<file path="config.mk">
export PLATFORM = sky130hd
export DESIGN_NAME = u111_bus_arbiter
export DESIGN_NICKNAME = d
export VERILOG_FILES = /design/src/rtl/u111_pkg.sv /design/src/rtl/u111_sync2.sv /design/src/rtl/u111_bus_arbiter.sv
export SDC_FILE = /design/constraint.sdc
export NUM_CORES = 1
export LEC_CHECK = 0
export ABC_AREA = 1
export CORE_MARGIN = 2
export CORE_UTILIZATION = 46
export DETAILED_ROUTE_END_ITERATION = 8
export DONT_BUFFER_PORTS = 1
export SLEW_MARGIN = 20
export SYNTH_ARGS = -nofsm -noshare
export SYNTH_HDL_FRONTEND = slang
export SYNTH_SLANG_ARGS = --single-unit
</file>
<file path="constraint.sdc">
create_clock -name CLK40 -period 2.9 [get_ports CLK40]
set_input_delay 0.725 -clock CLK40 [delete_from_list [all_inputs] [get_ports CLK40]]
set_output_delay 0.725 -clock CLK40 [all_outputs]
set_load 0.005 [all_outputs]
</file>
<file path="src/rtl/u111_pkg.sv">
// Shared types and defaults for the U111 local-bus arbiter.
package u111_pkg;

  localparam int unsigned TurnClksDefault  = 2;
  localparam int unsigned MinCpuTenDefault = 16;

  // State codes are visible on ST, so the encoding is fixed.
  typedef enum logic [2:0] {
    ARB_CPU_PARK    = 3'd0,
    ARB_CPU_DRAIN   = 3'd1,
    ARB_TURN_TO_DMA = 3'd2,
    ARB_DMA_OWN     = 3'd3,
    ARB_TURN_TO_CPU = 3'd4,
    ARB_CPU_TENURE  = 3'd5
  } arb_state_e;

  typedef struct packed {
    logic cpubg_n;
    logic dma_n;
    logic lben_n;
    logic cycle_en;
  } arb_out_t;

  localparam arb_out_t ArbOutPark = '{cpubg_n: 1'b0, dma_n: 1'b1, lben_n: 1'b0, cycle_en: 1'b1};

  // Output levels owned by each state.
  function automatic arb_out_t arb_decode(arb_state_e st);
    arb_out_t o;
    o = ArbOutPark;
    case (st)
      ARB_CPU_DRAIN: begin
        // Buffers stay on so the CPU's last cycle can complete.
        o.cpubg_n = 1'b1;
      end
      ARB_TURN_TO_DMA, ARB_TURN_TO_CPU: begin
        o.cpubg_n  = 1'b1;
        o.lben_n   = 1'b1;
        o.cycle_en = 1'b0;
      end
      ARB_DMA_OWN: begin
        o.cpubg_n  = 1'b1;
        o.dma_n    = 1'b0;
        o.cycle_en = 1'b0;
      end
      default: o = ArbOutPark;
    endcase
    return o;
  endfunction

endpackage

</file>
<file path="src/rtl/u111_sync2.sv">
// Two-flop synchronizer for a single asynchronous active-low level; resets to 1 (idle).
module u111_sync2 (
  input  logic clk_i,
  input  logic rst_ni,
  input  logic d_i,
  output logic q_o
);

  logic s1_q;
  logic s2_q;

  // Metastability filter: two back-to-back flops, idle-high after reset.
  always_ff @(posedge clk_i or negedge rst_ni) begin
    if (!rst_ni) begin
      s1_q <= 1'b1;
      s2_q <= 1'b1;
    end else begin
      s1_q <= d_i;
      s2_q <= s1_q;
    end
  end

  assign q_o = s2_q;

endmodule

</file>
<file path="src/rtl/u111_bus_arbiter.sv">
// 68040 local-bus arbiter: CPU parked by default, hands the bus to the Amiga DMA master on
// request with buffer-off turnaround gaps, and guarantees the CPU a minimum tenure afterwards.
module u111_bus_arbiter
  import u111_pkg::*;
#(
  parameter int unsigned TURN_CLKS   = TurnClksDefault,
  parameter int unsigned MIN_CPU_TEN = MinCpuTenDefault
) (
  input  logic       CLK40,
  input  logic       RESETn,
  input  logic       BRn,
  input  logic       BBn,
  input  logic       TS_CPUn,
  input  logic       LOCKn,
  input  logic       DMA_REQn,
  output logic       CPUBGn,
  output logic       DMAn,
  output logic       LBENn,
  output logic       CYCLE_EN,
  output logic [2:0] ST
);

  localparam logic [2:0] TurnLast = 3'(TURN_CLKS - 1);
  localparam logic [7:0] TenLoad  = 8'(MIN_CPU_TEN);
  localparam bit         TenUsed  = (MIN_CPU_TEN != 0);

  arb_state_e state_q, state_d;
  logic [2:0] turn_cnt_q, turn_cnt_d;
  logic [7:0] ten_cnt_q, ten_cnt_d;
  arb_out_t   out_q;
  logic       dma_req_n_sync;
  logic       req;

  u111_sync2 u_req_sync (
    .clk_i  (CLK40),
    .rst_ni (RESETn),
    .d_i    (DMA_REQn),
    .q_o    (dma_req_n_sync)
  );

  assign req = ~dma_req_n_sync;

  // Next-state and counter logic for the ownership sequence.
  always_comb begin
    state_d    = state_q;
    turn_cnt_d = turn_cnt_q;
    ten_cnt_d  = ten_cnt_q;
    case (state_q)
      ARB_CPU_PARK: begin
        if (req && LOCKn && (ten_cnt_q == 8'd0)) begin
          state_d = ARB_CPU_DRAIN;
        end
      end
      ARB_CPU_DRAIN: begin
        // Lock or a withdrawn request hands the bus straight back to the CPU.
        if (!LOCKn || !req) begin
          state_d = ARB_CPU_PARK;
        end else if (BBn && TS_CPUn) begin
          state_d    = ARB_TURN_TO_DMA;
          turn_cnt_d = 3'd0;
        end
      end
      ARB_TURN_TO_DMA: begin
        // A request drop beats the turn counter expiring in the same clock.
        if (!req) begin
          state_d    = ARB_TURN_TO_CPU;
          turn_cnt_d = 3'd0;
        end else if (turn_cnt_q >= TurnLast) begin
          state_d = ARB_DMA_OWN;
        end else begin
          turn_cnt_d = turn_cnt_q + 3'd1;
        end
      end
      ARB_DMA_OWN: begin
        if (!req) begin
          state_d    = ARB_TURN_TO_CPU;
          turn_cnt_d = 3'd0;
        end
      end
      ARB_TURN_TO_CPU: begin
        if (turn_cnt_q >= TurnLast) begin
          if (!BRn && TenUsed) begin
            state_d   = ARB_CPU_TENURE;
            ten_cnt_d = TenLoad;
          end else begin
            state_d = ARB_CPU_PARK;
          end
        end else begin
          turn_cnt_d = turn_cnt_q + 3'd1;
        end
      end
      ARB_CPU_TENURE: begin
        // Tenure ends on the clock the count reaches zero, giving MIN_CPU_TEN granted clocks.
        ten_cnt_d = (ten_cnt_q != 8'd0) ? ten_cnt_q - 8'd1 : 8'd0;
        if (ten_cnt_d == 8'd0) begin
          state_d = (req && LOCKn) ? ARB_CPU_DRAIN : ARB_CPU_PARK;
        end
      end
      default: begin
        state_d    = ARB_CPU_PARK;
        turn_cnt_d = 3'd0;
        ten_cnt_d  = 8'd0;
      end
    endcase
  end

  // State and counter registers; reset parks the bus on the CPU.
  always_ff @(posedge CLK40 or negedge RESETn) begin
    if (!RESETn) begin
      state_q    <= ARB_CPU_PARK;
      turn_cnt_q <= 3'd0;
      ten_cnt_q  <= 8'd0;
    end else begin
      state_q    <= state_d;
      turn_cnt_q <= turn_cnt_d;
      ten_cnt_q  <= ten_cnt_d;
    end
  end

  // Outputs registered from the next state so each pin comes straight off a flop.
  always_ff @(posedge CLK40 or negedge RESETn) begin
    if (!RESETn) begin
      out_q <= ArbOutPark;
    end else begin
      out_q <= arb_decode(state_d);
    end
  end

  assign CPUBGn   = out_q.cpubg_n;
  assign DMAn     = out_q.dma_n;
  assign LBENn    = out_q.lben_n;
  assign CYCLE_EN = out_q.cycle_en;
  assign ST       = state_q;

endmodule

</file>
Word level (Yosys, flattened, before mapping). Cells that the tools add are included.

Logic and storage cells: 70. Bits of input ports: 7. Register bits: 20.

Add/subtract/negate cells: 2. Bitwise operators: 3. Multiplexer cells: 25. $lt $le $gt $ge: 1. Reductions and logical operators: 16. Equality and inequality tests: 14.

Operators with widths (number): two-way mux 3 bit (14); two-way mux 8 bit (3); case mux 8 bit (3 select lines) (1); case mux 3 bit (6 select lines) (1); zero test 8 bit (2); case mux 3 bit (5 select lines) (1); equality test 3 x 2 -> 1 bit, second input constant (4); equality test 3 bit, second input constant (3); != test 2 bit, second input constant (4); nonzero test 8 bit (1); OR reduction 4 bit (2); subtractor 8 x 1 -> 8 bit, second input constant (1); equality test 3 x 1 -> 1 bit, second input constant (2); two-way mux 1 bit (5); AND reduction 4 bit (1); OR reduction 2 bit (2); adder 3 x 1 -> 3 bit, second input constant (1); >= comparator 3 x 1 -> 1 bit, second input constant (1); logical AND 1 bit (3); zero test 3 bit (1); NOT 1 bit (3); AND reduction 3 bit (1); OR reduction 3 bit (1); != test 2 x 1 -> 1 bit, second input constant (1); 2 further kinds (2).

Logic depth before layout (Yosys ltp). Gate-level depths: netlist of the first run.

Word-level depth: 8. Gate-level depth with buffers: 12. Mapped depth without buffers: 12.

Modules after synthesis. Synthesis of the first run repeated with hierarchy kept, for this count alone.

Cells, all modules: 152. Area, all modules: 1157.4 um^2.

Modules (own cells, without submodules): u111_bus_arbiter (times used 1, area each 1104.8 um^2, cells each 150); u111_sync2 (times used 1, area each 52.6 um^2, cells each 2).

Worst setup path before layout of the first run. No wires, ideal clock.

Path kind: input to register. From: input BBn. To: register out_q, in the netlist CPUBGn. Data required time: 2776 ps. Data arrival time: 1400 ps. Cell stages on the path: 7. Path slack: 1376 ps. Cells stage by stage: nand2_1 > o21ai_0 > nand2_1 > nand3_1 > nand2_1 > o211ai_1 > nand2_1.

Word-level cells in the longest chain between the ends: 7.

RTL lines: from (decl) (RTL line u111_bus_arbiter.sv:12) `input logic BBn,`; logical AND 1 bit * (RTL line u111_bus_arbiter.sv:58) `end else if (BBn && TS_CPUn) begin`; two-way mux 3 bit * (RTL line u111_bus_arbiter.sv:58); two-way mux 3 bit * (RTL line u111_bus_arbiter.sv:56) `if (!LOCKn || !req) begin`; case mux 3 bit (6 select lines) * (RTL line u111_bus_arbiter.sv:48) `case (state_q)`; equality test 3 x 2 -> 1 bit (tied with other cells) (RTL line u111_pkg.sv:30) `case (st)`; OR reduction 4 bit (no line) *; two-way mux 1 bit * (RTL line u111_pkg.sv:30); to (signal assigned) (RTL line u111_bus_arbiter.sv:123) `out_q <= ArbOutPark;`; to (signal assigned) (RTL line u111_bus_arbiter.sv:125) `out_q <= arb_decode(state_d);`; to (decl) (RTL line u111_bus_arbiter.sv:30) `arb_out_t out_q;`.

Mark *: on every way between the ends. The rest lies on a longest branch, timed or not. A chain may end at the register's enable or synchronous reset.

Worst setup path after layout of the first run.
From: register ten_cnt_q[0]. To: register out_q, in the netlist CPUBGn.

Word-level cells in the longest chain between the ends: 8.

RTL lines: from (decl) (RTL line u111_bus_arbiter.sv:29) `logic [7:0] ten_cnt_q, ten_cnt_d;`; from (signal assigned) (RTL line u111_bus_arbiter.sv:116) `ten_cnt_q <= ten_cnt_d;`; subtractor 8 x 1 -> 8 bit / nonzero test 8 bit (equally long branches) (RTL line u111_bus_arbiter.sv:94) `ten_cnt_d = (ten_cnt_q != 8'd0) ? ten_cnt_q - 8'd1 : 8'd0;`; two-way mux 8 bit (RTL line u111_bus_arbiter.sv:94); zero test 8 bit (RTL line u111_bus_arbiter.sv:95) `if (ten_cnt_d == 8'd0) begin`; two-way mux 3 bit (RTL line u111_bus_arbiter.sv:95); case mux 3 bit (6 select lines) * (RTL line u111_bus_arbiter.sv:48); equality test 3 x 2 -> 1 bit (tied with other cells) (RTL line u111_pkg.sv:30); OR reduction 4 bit (no line) *; two-way mux 1 bit * (RTL line u111_pkg.sv:30).

Marks and branches as above.

==> results summary, run 1 <==
The largest stage delay on the critical path is 0.43 ns. In this run the remaining antenna-violating nets after routing total 0. The total number of H-tree levels is 1. The count of final hold-check violations came to 0. The synthesized flop and latch total came out at 20. The share of total power dissipated in sequential elements is 0.456.

The die outline area came out at 3040 um2. The worst clock skew came out at approximately 0.014 ns. The all-layer global routing usage came out at 0.200. The area growth from synthesis to layout is 5.30%. For this run, the post-layout net count is 174. Of the total power, the share spent switching nets is 0.396. The worst reg-to-reg setup slack came out at 1.03 ns. The post-synthesis net count is about 170.

The post-detailed-placement half-perimeter wirelength came out at 1880 um. The combinational cell fraction of total power is 0.357. The number of antenna diodes in the final layout is 0. Summing all flip-flop and latch instances after layout gives between 500 and 600 um2. Clock tree synthesis found a total of 20 sinks. Buffers added to address setup during post-CTS repair amount to 0. The maximum count of clock buffers along a single path is 2.

The internal power of the cells totals 466 uW. The number of global-route vias before repair came to 991. The netlist area before placement came out at about 1200 um2. The number of placement rows came out at 18. Setup repair after global routing left no endpoint under its margin. The filler cell count in the final layout is 253. IR analysis of the VDD net gives a maximum drop of 0.414 mV. The residual overflow from global routing came out at 0. The slew at the pin with the worst max-slew slack came out at between 0.6 and 0.7 ns. The share of layout cells above drive strength 1 is 0.154.

The leakage power total is 0.660 nW. The width of the chip is 55.2 um. The clock slew seen by the registers of the worst setup and hold paths is roughly 0.12 ns. The initial antenna violation count came to 0. STA puts the critical path data required time at roughly 3.2 ns.

The wire length of the first global-routing pass came out at 4340 um. The cell with the most instances on the worst path is nand2_1. The flow ran to the end, and the final reports show no timing, DRC or antenna violations.

The arrival time at the worst endpoint is 2.13 ns. The number of buffers inserted during clock tree synthesis came out at 3. In the final layout, the multi-input gates occupy 597 um2. The number of cells in the design after placement is approximately 190. The total I/O pin count came out at 14. In the finished design, the share of the clock period the worst path needs comes to 0.644. The share of synthesized area in the top cell type comes to 0.333.

In this run the worst setup path begins at ten_cnt_q[0]$_DFFE_PN0P_. The number of flops mapped to enable cells by yosys is 0. The largest total area in the synthesized netlist belongs to dfrtp_1.

The class of the most critical hold timing path is in2async. The CTS tree is done. Sorting the synthesized cells by area gives the leading types as dfrtp_1 33%, nand2_1 10%, dfstp_2 8.7%, inv_1 7.2%, nor2_1 6.5%. The most used flip-flop cell after synthesis is dfrtp_1.

The total wirelength of the detailed-routed design is between 2000 and 3000 um. The per-instance average area after synthesis is 7.62 um2. The worst setup path is captured at a flip-flop. The analysis attributes to net switching a power of 305 uW. The clock reaches the later pin of the worst-skew pair after 0.31 ns.

The proportion of synthesized flip-flops having asynchronous set or reset is 1.00. The critical path goes through inv_1 -> ha_1 -> nand2_1 -> nor2_1 -> nand2_2 -> nand3_1 -> nand2_1 -> nor2_1 -> nand2_1 -> nand2_2 -> o211ai_1 -> nand2_1. By count the netlist is led by 33 x nand2_1, 23 x inv_1, 21 x nor2_1, 16 x dfrtp_1, 11 x nand3_1. The count of yosys warnings during synthesis came out at 0. Measured against its own limit, the worst slew margin works out to 0.581.

The via-per-instance ratio came out at between 5 and 6. The routability congestion estimate is 0.847. The gate count after technology mapping is around 160. STA classifies the critical path startpoint as a flip-flop. CTS placed an instance of clkbuf_4 at the clock tree root. The highest attainable clock frequency came out at 0.536 GHz. The share of synthesized area occupied by flip-flops and latches is 0.420. The count of placed standard cells in the final layout, fillers left out is ~190. The dominant cell by count in the synthesized netlist is nand2_1. The number of max-cap violations came out at 0.

The DRC marker count from the first detailed-route iteration came out at 27. The die height is roughly 55 um. For this run, the detailed router's first-pass iteration total came to 4. The starting density of the core is 0.486. The number of pins with negative max-slew slack in the final report is 0. The number of library cell types mapped by synthesis is 25. The port buffer count is 0. The number of buffers inserted by hold repair at cts came out at 0. The post-route DRC violation count came out at 0. The power per cell area came out at 608 nW/um2. The worst hold slack after final layout came out at 0.0856 ns.

The number of resized instances in the post-cts repair step is 0. The area of the core is 2480 um2. The total vias in the final route is 1,053. Setup violations remaining at the end of the flow were counted as 0. Counting I/O delays and the setup requirement, the final critical path takes 1.87 ns. The critical register-to-register path startpoint is ten_cnt_q[0]$_DFFE_PN0P_. The routed length per placed instance came out at 13.1 um.

The total design power came out at 771 uW. The aggregate negative setup slack is 0 ns. The highest net fanout along the worst path came out at 10. Entering global routing, the biggest net connects 21 pins.

The classification of the worst setup path is reg2reg. The largest individual stage delay along the critical path comes from the cell dfrtp_1. The clock group share of total power came out at 0.187.
## state kept, by name (all words and copies together), names as in the netlist
signal and count:
CYCLE_EN 1, u_req_sync.q_o 1, ten_cnt_q 8, ST 3, u_req_sync.s1_q 1, LBENn 1
turn_cnt_q 3, DMAn 1, CPUBGn 1
## layout by cell type, fill, tap and decap left out, types with 4 or more instances in the layout
cell type | Yosys | layout
nand2_1 | 33 | 33
inv_1 | 23 | 23
ha_1 | 4 | 4
nand3_1 | 11 | 11
nand2_2 | 5 | 5
dfstp_2 | 4 | 4
nand4_1 | 5 | 5
inv_2 | 4 | 4
o21ai_0 | 8 | 8
dfrtp_1 | 16 | 16
nor2_1 | 21 | 21
nor3_2 | 4 | 4
## cells by family after synthesis
logic type      Yosys count  share of synthesized area
buf+inv                  27                     0.0842
flops                    20                      0.420
simple gates             83                      0.322
fa+ha+maj                 4                     0.0416
compound gates           23                      0.125
xor+xnor                  1                    0.00728
## stage by stage
stage	setup WS, ns	area [um2]	utilization
after floorplan	1.38	1200	-
after global placement	1.12	1240	0.501
after detailed placement	1.06	1240	0.501
after CTS	1.01	1270	0.512
after global routing	0.847	1270	0.512
final	1.03	1270	0.512
## critical path: cells and delay by family, from the launching register on
kind | cells | cell delay, ns
simple gates | 9 | 0.90
fa+ha+maj | 1 | 0.18
buf+inv | 1 | 0.18
flops | 1 | 0.43
compound gates | 1 | 0.11
## final timing paths
kind / to / cells past startpoint
max: CPUBGn$_DFF_PN0_ / 12
min: ten_cnt_q[5]$_DFFE_PN0P_ / 0
max reg2reg: CPUBGn$_DFF_PN0_ / 12
min reg2reg: u_req_sync.q_o$_DFF_PN1_ / 0
max in group asynchronous: DMAn$_DFF_PN1_ / 0
min in group CLK40: u_req_sync.q_o$_DFF_PN1_ / 0
## power groups by stage
stage                     registers [mW]  clock network, mW  logic, mW
final                              0.352              0.144      0.275
after global routing               0.358              0.158      0.315
after CTS                          0.351              0.146      0.275
after detailed placement           0.356                  0      0.274
after global placement             0.355                  0      0.269
after floorplan                    0.348                  0      0.230
## per-layer routing
| metal | wire [um] | GRT usage |
|---|---|---|
| met1 | 1220 | 0.265 |
| met2 | 1160 | 0.319 |
| met3 | 92 | 0.0430 |
| met4 | 40 | 0.0732 |
| met5 | 0 | 0 |
## cell type report
type                            instances  area share
Clock buffer                            4      0.0207
Inverter                               27      0.0800
Multi-Input combinational cell        111       0.471
Sequential cell                        20       0.399
Tap cell                               30      0.0296
No activity file was read; power rests on OpenSTA's default activity.
==> run 2, diff against run 1 <==
==> constraint.sdc (replaced) <==
create_clock -name CLK40 -period 1.65 [get_ports CLK40]
set_input_delay 0.4125 -clock CLK40 [delete_from_list [all_inputs] [get_ports CLK40]]
set_output_delay 0.4125 -clock CLK40 [all_outputs]
set_load 0.005 [all_outputs]
==> run 2 against run 1 <==
Against the previous run:
- final cell count increased by 5.2%
- largest power group is now combinational logic
- first-iteration DRC count up 19%
- combinational power grew 130%
- final area rose by 11%
- total power increased by 93%
==> results summary, run 2 (synthesis gave the netlist of run 1 again) <==
The number of buffers inserted during clock tree synthesis was 3 (unchanged). The die outline area is 3040 um2 (unchanged). The net switching power was 588 uW (was 305 uW).

The DRC marker count from the first detailed-route iteration was 32 (was 27). The internal cell power came out at 903 uW (was 466 uW). The placement-stage cell area is 1280 um2 (was 1240 um2). The placement-stage worst setup slack is 0.0289 ns (was 1.06 ns).

The most frequent standard cell in the layout excluding fill and tap cells is nand2_1 (unchanged). The width of the chip came out at 55.2 um (unchanged). The initial antenna violation count is 0 (unchanged). The register with the most flip-flops is ten_cnt_q (unchanged). Run status: finished, final reports clean (unchanged). The die height came out at 55.2 um (unchanged). The total wirelength of the detailed-routed design came out at 2820 um (was 2510 um). The final core utilization is 0.570 (was 0.512).

The area of the core is 2480 um2 (unchanged). The maximum ir drop on the vdd rail is 0.705 mV (was 0.414 mV). The clock network latency to the later pin of the worst-skew pair is 0.30 ns (was 0.31 ns).

The worst max-slew margin expressed relative to the limit is 0.393 (was 0.581). The area growth from synthesis to layout came out at 17.4% (was 5.30%). The number of nets with antenna violations after routing is 0 (unchanged).

The maximum count of clock buffers along a single path came to 2 (unchanged). The part of the total power dissipated in sequential elements is 0.415 (was 0.456). The worst hold path begins at DMA_REQn. The residual overflow from global routing came out at 0 (unchanged). The wire length of the first global-routing pass came to 4370 um (was 4340 um). Most frequent cells in the layout: 30 x nand2_1, 20 x inv_1, 16 x dfrtp_1, 16 x nor2_1 (was 33 x nand2_1, 23 x inv_1, 21 x nor2_1). The count of nets after finishing came to 184 (was 174). The slew at the pin with the worst max-slew slack came out at 0.908 ns (was 0.628 ns). The arrival time at the worst endpoint was 1.78 ns (was 2.13 ns). The combinational cell fraction of total power is 0.425 (was 0.357). The starting density of the core came out at 0.486 (unchanged). The number of pins with negative max-slew slack in the final report is 0 (unchanged). The final setup violation count is 0 (unchanged). The number of placement rows is 18 (unchanged). The routability congestion estimate was 0.824 (was 0.847). The number of cells on the worst hold path is 0. The count of final hold-check violations came to 0 (unchanged). The total I/O pin count came to 14 (unchanged). The count of placed standard cells in the final layout, fillers left out came out at 202 (was 192). Setup repair after global routing missed its margin: true (was false). The buffer type at the clock tree root is clkbuf_4 (unchanged). The worst reg2reg path depth is 10 (was 12). The number of inserted diodes is 0 (unchanged). The launch point of the critical path is ten_cnt_q[1]$_DFFE_PN0P_ (was ten_cnt_q[0]$_DFFE_PN0P_). The routed length per placed instance came out at 14.0 um (was 13.1 um).

The worst clock skew came out at 0.0132 ns (was 0.0138 ns). The portion of the clock cycle consumed by the worst path in the final layout came out at 0.957 (was 0.644). The switching part of the total is 0.394 (was 0.396).

The leakage power total came to 0.724 nW (was 0.660 nW). The highest net fanout along the worst path is 6 (was 10). The clock slew seen by the registers of the worst setup and hold paths is 0.12 ns (about the same). The classification of the worst setup path is reg2reg (unchanged). The pin count of the biggest net entering global routing came out at 21 (unchanged). The via-per-instance ratio is 5.49 (was 5.48).

The post-route DRC violation count was 0 (unchanged). The all-layer global routing usage is 0.203 (was 0.200). The CTS tree is done (unchanged). The clock period minus worst slack came out at 1.58 ns (was 1.87 ns). The summed area of non-filler cells in the final layout came out at 1410 um2 (was 1270 um2). The number of cells in the design after placement is 193 (was 188).

The post-detailed-placement half-perimeter wirelength was 1960 um (was 1880 um). The total vias in the final route came out at 1,109 (was 1,053). The worst hold slack after final layout is 0.106 ns (was 0.0856 ns). The clock group share of total power came to 0.160 (was 0.187). The CTS sink count came out at 20 (unchanged).

The aggregate negative setup slack is 0 ns (unchanged). The port buffer count came out at 0 (unchanged). The class of the most critical hold timing path is in2reg (was in2async). The number of global-route vias before repair came out at 1,001 (was 991). The total design power came out at 1.49 mW (was 771 uW). The number of detailed-routing iterations run before antenna repair is 4 (unchanged). The critical register-to-register path startpoint is ten_cnt_q[1]$_DFFE_PN0P_ (was ten_cnt_q[0]$_DFFE_PN0P_). The total number of H-tree levels was 1 (unchanged). The highest attainable clock frequency was 0.634 GHz (was 0.536 GHz).

The element type at the critical path end is a flip-flop (unchanged). The number of max-cap violations is 0 (unchanged). The power per cell area is 1060 nW/um2 (was 608 nW/um2).

The type of element launching the critical path is a flip-flop (unchanged). The flip-flop count of the largest register, all copies and words added is 8 (unchanged). The required time at the endpoint of the critical path was 1.85 ns (was 3.16 ns).

The share of layout cells above drive strength 1 came out at 0.297 (was 0.154). The post-layout worst setup margin came out at 0.0717 ns (was 1.03 ns).
==> run 2: changes by cell type in the layout (fill, tap and decap cells not counted), sizes merged <==
cell	before	now
buf	0	8
dlygate4sd3	0	1
nand2	38	39
==> run 2: what timing repair did <==
action / in CTS / in global routing
endpoints found under the setup margin: 0 / 6
gates resized for setup: 0 / 23
endpoints found under the hold margin: 20 / 0
setup buffers: 0 / 3
hold buffers: 1 / 0
==> run 2: area by class of cell <==
cell class                      count  area (um2)
Clock buffer                        4        26.3
Fill cell                         244        1060
Inverter                           27         101
Multi-Input combinational cell    112         672
Sequential cell                    20         505
Tap cell                           30        37.5
Timing Repair Buffer                9        70.1
==> run 2: routing by layer <==
layer,wire length (um),GRT usage
met5,0,0
met1,1240,0.274
met3,153,0.0484
met4,21,0.0813
met2,1410,0.313
==> run 2: worst paths after layout <==
| kind | to | slack, ns |
|---|---|---|
| hold / removal | u_req_sync.s1_q$_DFF_PN1_ | 0.11 |
| hold reg to reg | u_req_sync.q_o$_DFF_PN1_ | 0.36 |
| setup reg to reg | CPUBGn$_DFF_PN0_ | 0.07 |
| max in group asynchronous | ST[1]$_DFF_PN0_ | 0.41 |
| min in group asynchronous | ten_cnt_q[4]$_DFFE_PN0P_ | 0.67 |
| setup / recovery | CPUBGn$_DFF_PN0_ | 0.07 |
==> run 2: critical path, stage by stage (launching register included) <==
cell      delay (ns)
dfrtp_1         0.41
inv_2           0.10
ha_2            0.24
xor2_1          0.25
o21ai_2         0.07
nand2_1         0.06
nor2_1          0.04
nand2_1         0.08
nand2_2         0.09
o211ai_1        0.09
nand2_1         0.06
==> run 2: power groups by stage <==
stage | Combinational, mW | Clock [mW] | Sequential (mW)
floorplan | 0.405 | 0 | 0.612
global placement | 0.504 | 0 | 0.626
detailed placement | 0.518 | 0 | 0.625
CTS | 0.531 | 0.251 | 0.617
global route | 0.721 | 0.278 | 0.627
finish | 0.634 | 0.239 | 0.618
==> run 3, diff against run 2 <==
--- a/config.mk
+++ b/config.mk
@@ -13,4 +13,6 @@
 export SLEW_MARGIN = 20
 export SYNTH_ARGS = -nofsm -noshare
 export SYNTH_HDL_FRONTEND = slang
+export SYNTH_HIERARCHICAL = 1
 export SYNTH_SLANG_ARGS = --single-unit
+export TNS_END_PERCENT = 20
==> run 3 against run 2 <==
Against the previous run:
- the run now ends with negative setup slack left
- clock skew is 0.0074 ns lower
- register-to-register slack got worse by 0.09 ns
- sequential share of layout area down 0.16 points
- sequential power increased by 26%
- global-route usage rose by 0.15 points
==> results summary, run 3 <==
The post-route DRC violation count came to 0 (unchanged). The multiplexer share of the synthesized area is 0 (unchanged). The per-instance average area after synthesis was 7.61 um2 (was 7.62 um2). The slew at the pin with the worst max-slew slack was 0.887 ns (was 0.908 ns). The number of library cell types mapped by synthesis came out at 26 (was 25). The post-synthesis net count came out at 163 (was 169).

The total vias in the final route came to 1,098 (was 1,109). The portion of the clock cycle consumed by the worst path in the final layout came out at 1.01 (was 0.957). The routability congestion estimate came out at 0.925 (was 0.824). The number of pins with negative max-slew slack in the final report came out at 0 (unchanged). The residual overflow from global routing came out at 0 (unchanged). The routed length per placed instance is 13.8 um (was 14.0 um). The width of the chip was 54.2 um (was 55.2 um). The type of element launching the critical path is a flip-flop (unchanged). The worst clock skew is 0.00586 ns (was 0.0132 ns). The clock period minus worst slack was 1.67 ns (was 1.58 ns). The die height came to 54.2 um (was 55.2 um). The parity-gate share of the synthesized area counting xor and xnor cells was 0.00757 (was 0.00728).

The clock slew seen by the registers of the worst setup and hold paths came to 0.12 ns (about the same). The synthesized flop and latch total is 20 (unchanged). The CTS sink count is 20 (unchanged). The post-detailed-placement half-perimeter wirelength came out at 1880 um (was 1960 um). The count of nets after finishing is 181 (was 184). The launch point of the critical path is ten_cnt_q[1]$_DFFE_PN0P_ (unchanged). The count of yosys warnings during synthesis is 6 (was 0).

The register with the most flip-flops is ten_cnt_q (unchanged). The clock network latency to the later pin of the worst-skew pair is 0.30 ns (about the same). The arrival time at the worst endpoint came out at 1.91 ns (was 1.78 ns). The required time at the endpoint of the critical path came out at 1.89 ns (was 1.85 ns). The flip-flop count of the largest register, all copies and words added came out at 8 (unchanged).

The top cell type by total area after synthesis was dfrtp_1 (unchanged). The pin count of the biggest net entering global routing was 21 (unchanged). The maximum count of clock buffers along a single path is 2 (unchanged). The most frequent standard cell in the layout excluding fill and tap cells is nand2_1 (unchanged). The worst reg-to-reg setup slack came to -0.02 ns (was 0.07 ns). The share of synthesized area occupied by flip-flops and latches is 0.437 (was 0.420). The via-per-instance ratio came to 5.52 (was 5.49).

The area of the core is 2430 um2 (was 2480 um2). The area growth from synthesis to layout is 22.6% (was 17.4%). The number of max-cap violations is 0 (unchanged).

The number of placement rows came out at 18 (unchanged). The area share of and/or/nand/nor cells after synthesis is 0.305 (was 0.322). The number of inserted diodes came out at 0 (unchanged).

The CTS tree is done (unchanged). The post-layout worst setup margin was -0.0213 ns (was 0.0717 ns). The most used flip-flop cell after synthesis is dfrtp_1 (unchanged). The all-layer global routing usage is 0.205 (was 0.203). The worst max-slew margin expressed relative to the limit is 0.407 (was 0.393). The die outline area is 2930 um2 (was 3040 um2). The startpoint of the worst hold path is DMA_REQn (unchanged). The critical register-to-register path startpoint is ten_cnt_q[1]$_DFFE_PN0P_ (unchanged). The number of global-route vias before repair came out at 1,006 (was 1,001). The placement-stage cell area is 1240 um2 (was 1280 um2). The element type at the critical path end is a flip-flop (unchanged). The wire length of the first global-routing pass came out at 4260 um (was 4370 um).

The total design power came out at 2.98 mW (was 1.49 mW). The dominant cell by count in the synthesized netlist is nand2_1 (unchanged). The class of the most critical hold timing path is in2reg (unchanged).

The maximum ir drop on the vdd rail is 1.02 mV (was 0.705 mV). Commonest cells post-synth: 28 x nand2_1, 23 x inv_1, 19 x nor2_1, 17 x nand3_1, 16 x dfrtp_1 (was 33 x nand2_1, 23 x inv_1, 21 x nor2_1, 16 x dfrtp_1, 11 x nand3_1). The initial antenna violation count came to 0 (unchanged). The netlist area before placement is 1160 um2 (was 1200 um2). The classification of the worst setup path was reg2reg (unchanged). Most frequent cells in the layout: 26 x nand2_1, 20 x inv_1, 16 x dfrtp_1 (was 30 x nand2_1, 20 x inv_1, 16 x dfrtp_1, 16 x nor2_1).

The combinational family with the most area after synthesis is simple AND/OR/NAND/NOR gates (unchanged). The final reports fail on negative setup slack. The leakage power total is 0.711 nW (was 0.724 nW).

The number of nets with antenna violations after routing came out at 0 (unchanged). The total I/O pin count came out at 14 (unchanged). The number of flops mapped to enable cells by yosys is 0 (unchanged). The aggregate negative setup slack is -0.0332 ns (was 0 ns). The share of layout cells above drive strength 1 is 0.284 (was 0.297). The power per cell area was 2100 nW/um2 (was 1060 nW/um2).

The count of final hold-check violations came to 0 (unchanged). The number of detailed-routing iterations run before antenna repair came to 4 (unchanged). The DRC marker count from the first detailed-route iteration is 23 (was 32). The total wirelength of the detailed-routed design came to 2740 um (was 2820 um). The highest attainable clock frequency is 0.598 GHz (was 0.634 GHz). The placement-stage worst setup slack is -0.0103 ns (was 0.0289 ns). The port buffer count came out at 0 (unchanged). The summed area of non-filler cells in the final layout is 1420 um2 (was 1410 um2).

The adder-cell share of the synthesized area is 0.0432 (was 0.0416). The share of the synthesized area in the top cell type was 0.346 (was 0.333). The number of buffers inserted during clock tree synthesis was 3 (unchanged). The proportion of synthesized flip-flops having asynchronous set or reset came out at 1.00 (unchanged). Dominant cells by area after synthesis: dfrtp_1 35%, dfstp_2 9.1%, nand2_1 9.1%, inv_1 7.5%, nand3_1 7.4% (was dfrtp_1 33%, nand2_1 10%, dfstp_2 8.7%, inv_1 7.2%, nor2_1 6.5%). The share of the synthesized area in compound gates (AO/OA/AOI/OAI) came to 0.107 (was 0.125).

The gate count after technology mapping came to 152 (was 158). The final setup violation count is 2 (was 0). The buffer type at the clock tree root is clkbuf_4 (unchanged). The starting density of the core is 0.476 (was 0.486). Run status: finished, violations left (was finished, final reports clean).

The total number of H-tree levels was 1 (unchanged). The highest net fanout along the worst path is 6 (unchanged). Setup repair after global routing missed its margin: true (unchanged).
-- run 3: cell count changes in the layout (fill, tap and decap cells not counted), sizes merged, moves of 3 or more --
cell / before / now
nor3: 6 / 0
a21oi: 5 / 2
buf: 8 / 12
nand2: 39 / 32
nor2: 23 / 20
nand3: 11 / 17
o22ai: 2 / 5
-- run 3: per-layer routing --
| metal | part of all wire | up-vias | GRT usage |
|---|---|---|---|
| li1 | - | 532 | - |
| met1 | 0.45 | 528 | 0.249 |
| met2 | 0.50 | 34 | 0.355 |
| met3 | 0.041 | 4 | 0.0361 |
| met4 | 0.0080 | 0 | 0.0792 |
| met5 | 0 | - | 0 |
-- run 3: layout make-up --
type                    instances  area (um2)
flip-flops and latches         20         505
well taps                      30        37.5
clock buffers                   4        36.3
repair buffers                 13         100
multi-input cells             104         634
fillers                       212        1010
inverters                      28         105
-- run 3: where the power goes --
group | leakage (nW) | switching (mW) | internal, mW | total, mW
Sequential | 0.259 | 0.141 | 0.637 | 0.778
Clock | 0.0210 | 0.154 | 0.134 | 0.288
Combinational | 0.431 | 1.14 | 0.776 | 1.91
-- run 3: repair_timing --
| action | CTS | global route |
|---|---|---|
| hold buffers | 1 | 0 |
| setup buffers | 2 | 3 |
| gates cloned | 1 | 0 |
| pin swaps | 1 | 8 |
| endpoints found under the hold margin | 20 | 0 |
| setup endpoints to repair | 4 | 11 |
| resized for setup | 4 | 22 |
-- run 3: critical path, cell delays in order, from the launching register on --
cell and delay, ns:
dfrtp_1 0.42, inv_2 0.10, ha_4 0.15, nand2_4 0.05
nor2_4 0.17, nand2_4 0.10, nand3_2 0.09, nand2_1 0.06
nor2_1 0.10, nand3_1 0.09, nand2_2 0.12, nand4_1 0.10
nand2_1 0.07
-- run 3: logic make-up after synthesis --
logic type,count (synthesis)
XOR/XNOR,1
buffers and inverters,29
AND/OR/NAND/NOR,78
adder cells (fa/ha/maj),4
flip-flops,20
AO/OA/AOI/OAI,20
-- run 3: through the flow --
step / utilization / instances / hold slack (ns)
2_1_floorplan: - / 152 / 0.117
3_3_place_gp: 0.508 / 188 / 0.118
3_5_place_dp: 0.508 / 188 / 0.118
4_1_cts: 0.541 / 196 / 0.0912
5_1_grt: 0.583 / 199 / 0.0792
6_report: 0.583 / 199 / 0.0988
-- run 3: final timing paths --
check | end | depth (start not counted)
hold / removal | u_req_sync/s1_q$_DFF_PN1_ | 0
setup / recovery | CPUBGn$_DFF_PN0_ | 12
hold reg to reg | u_req_sync/q_o$_DFF_PN1_ | 0
max in group asynchronous | ST[1]$_DFF_PN0_ | 1
setup reg to reg | CPUBGn$_DFF_PN0_ | 12
min in group asynchronous | ten_cnt_q[1]$_DFFE_PN0P_ | 1
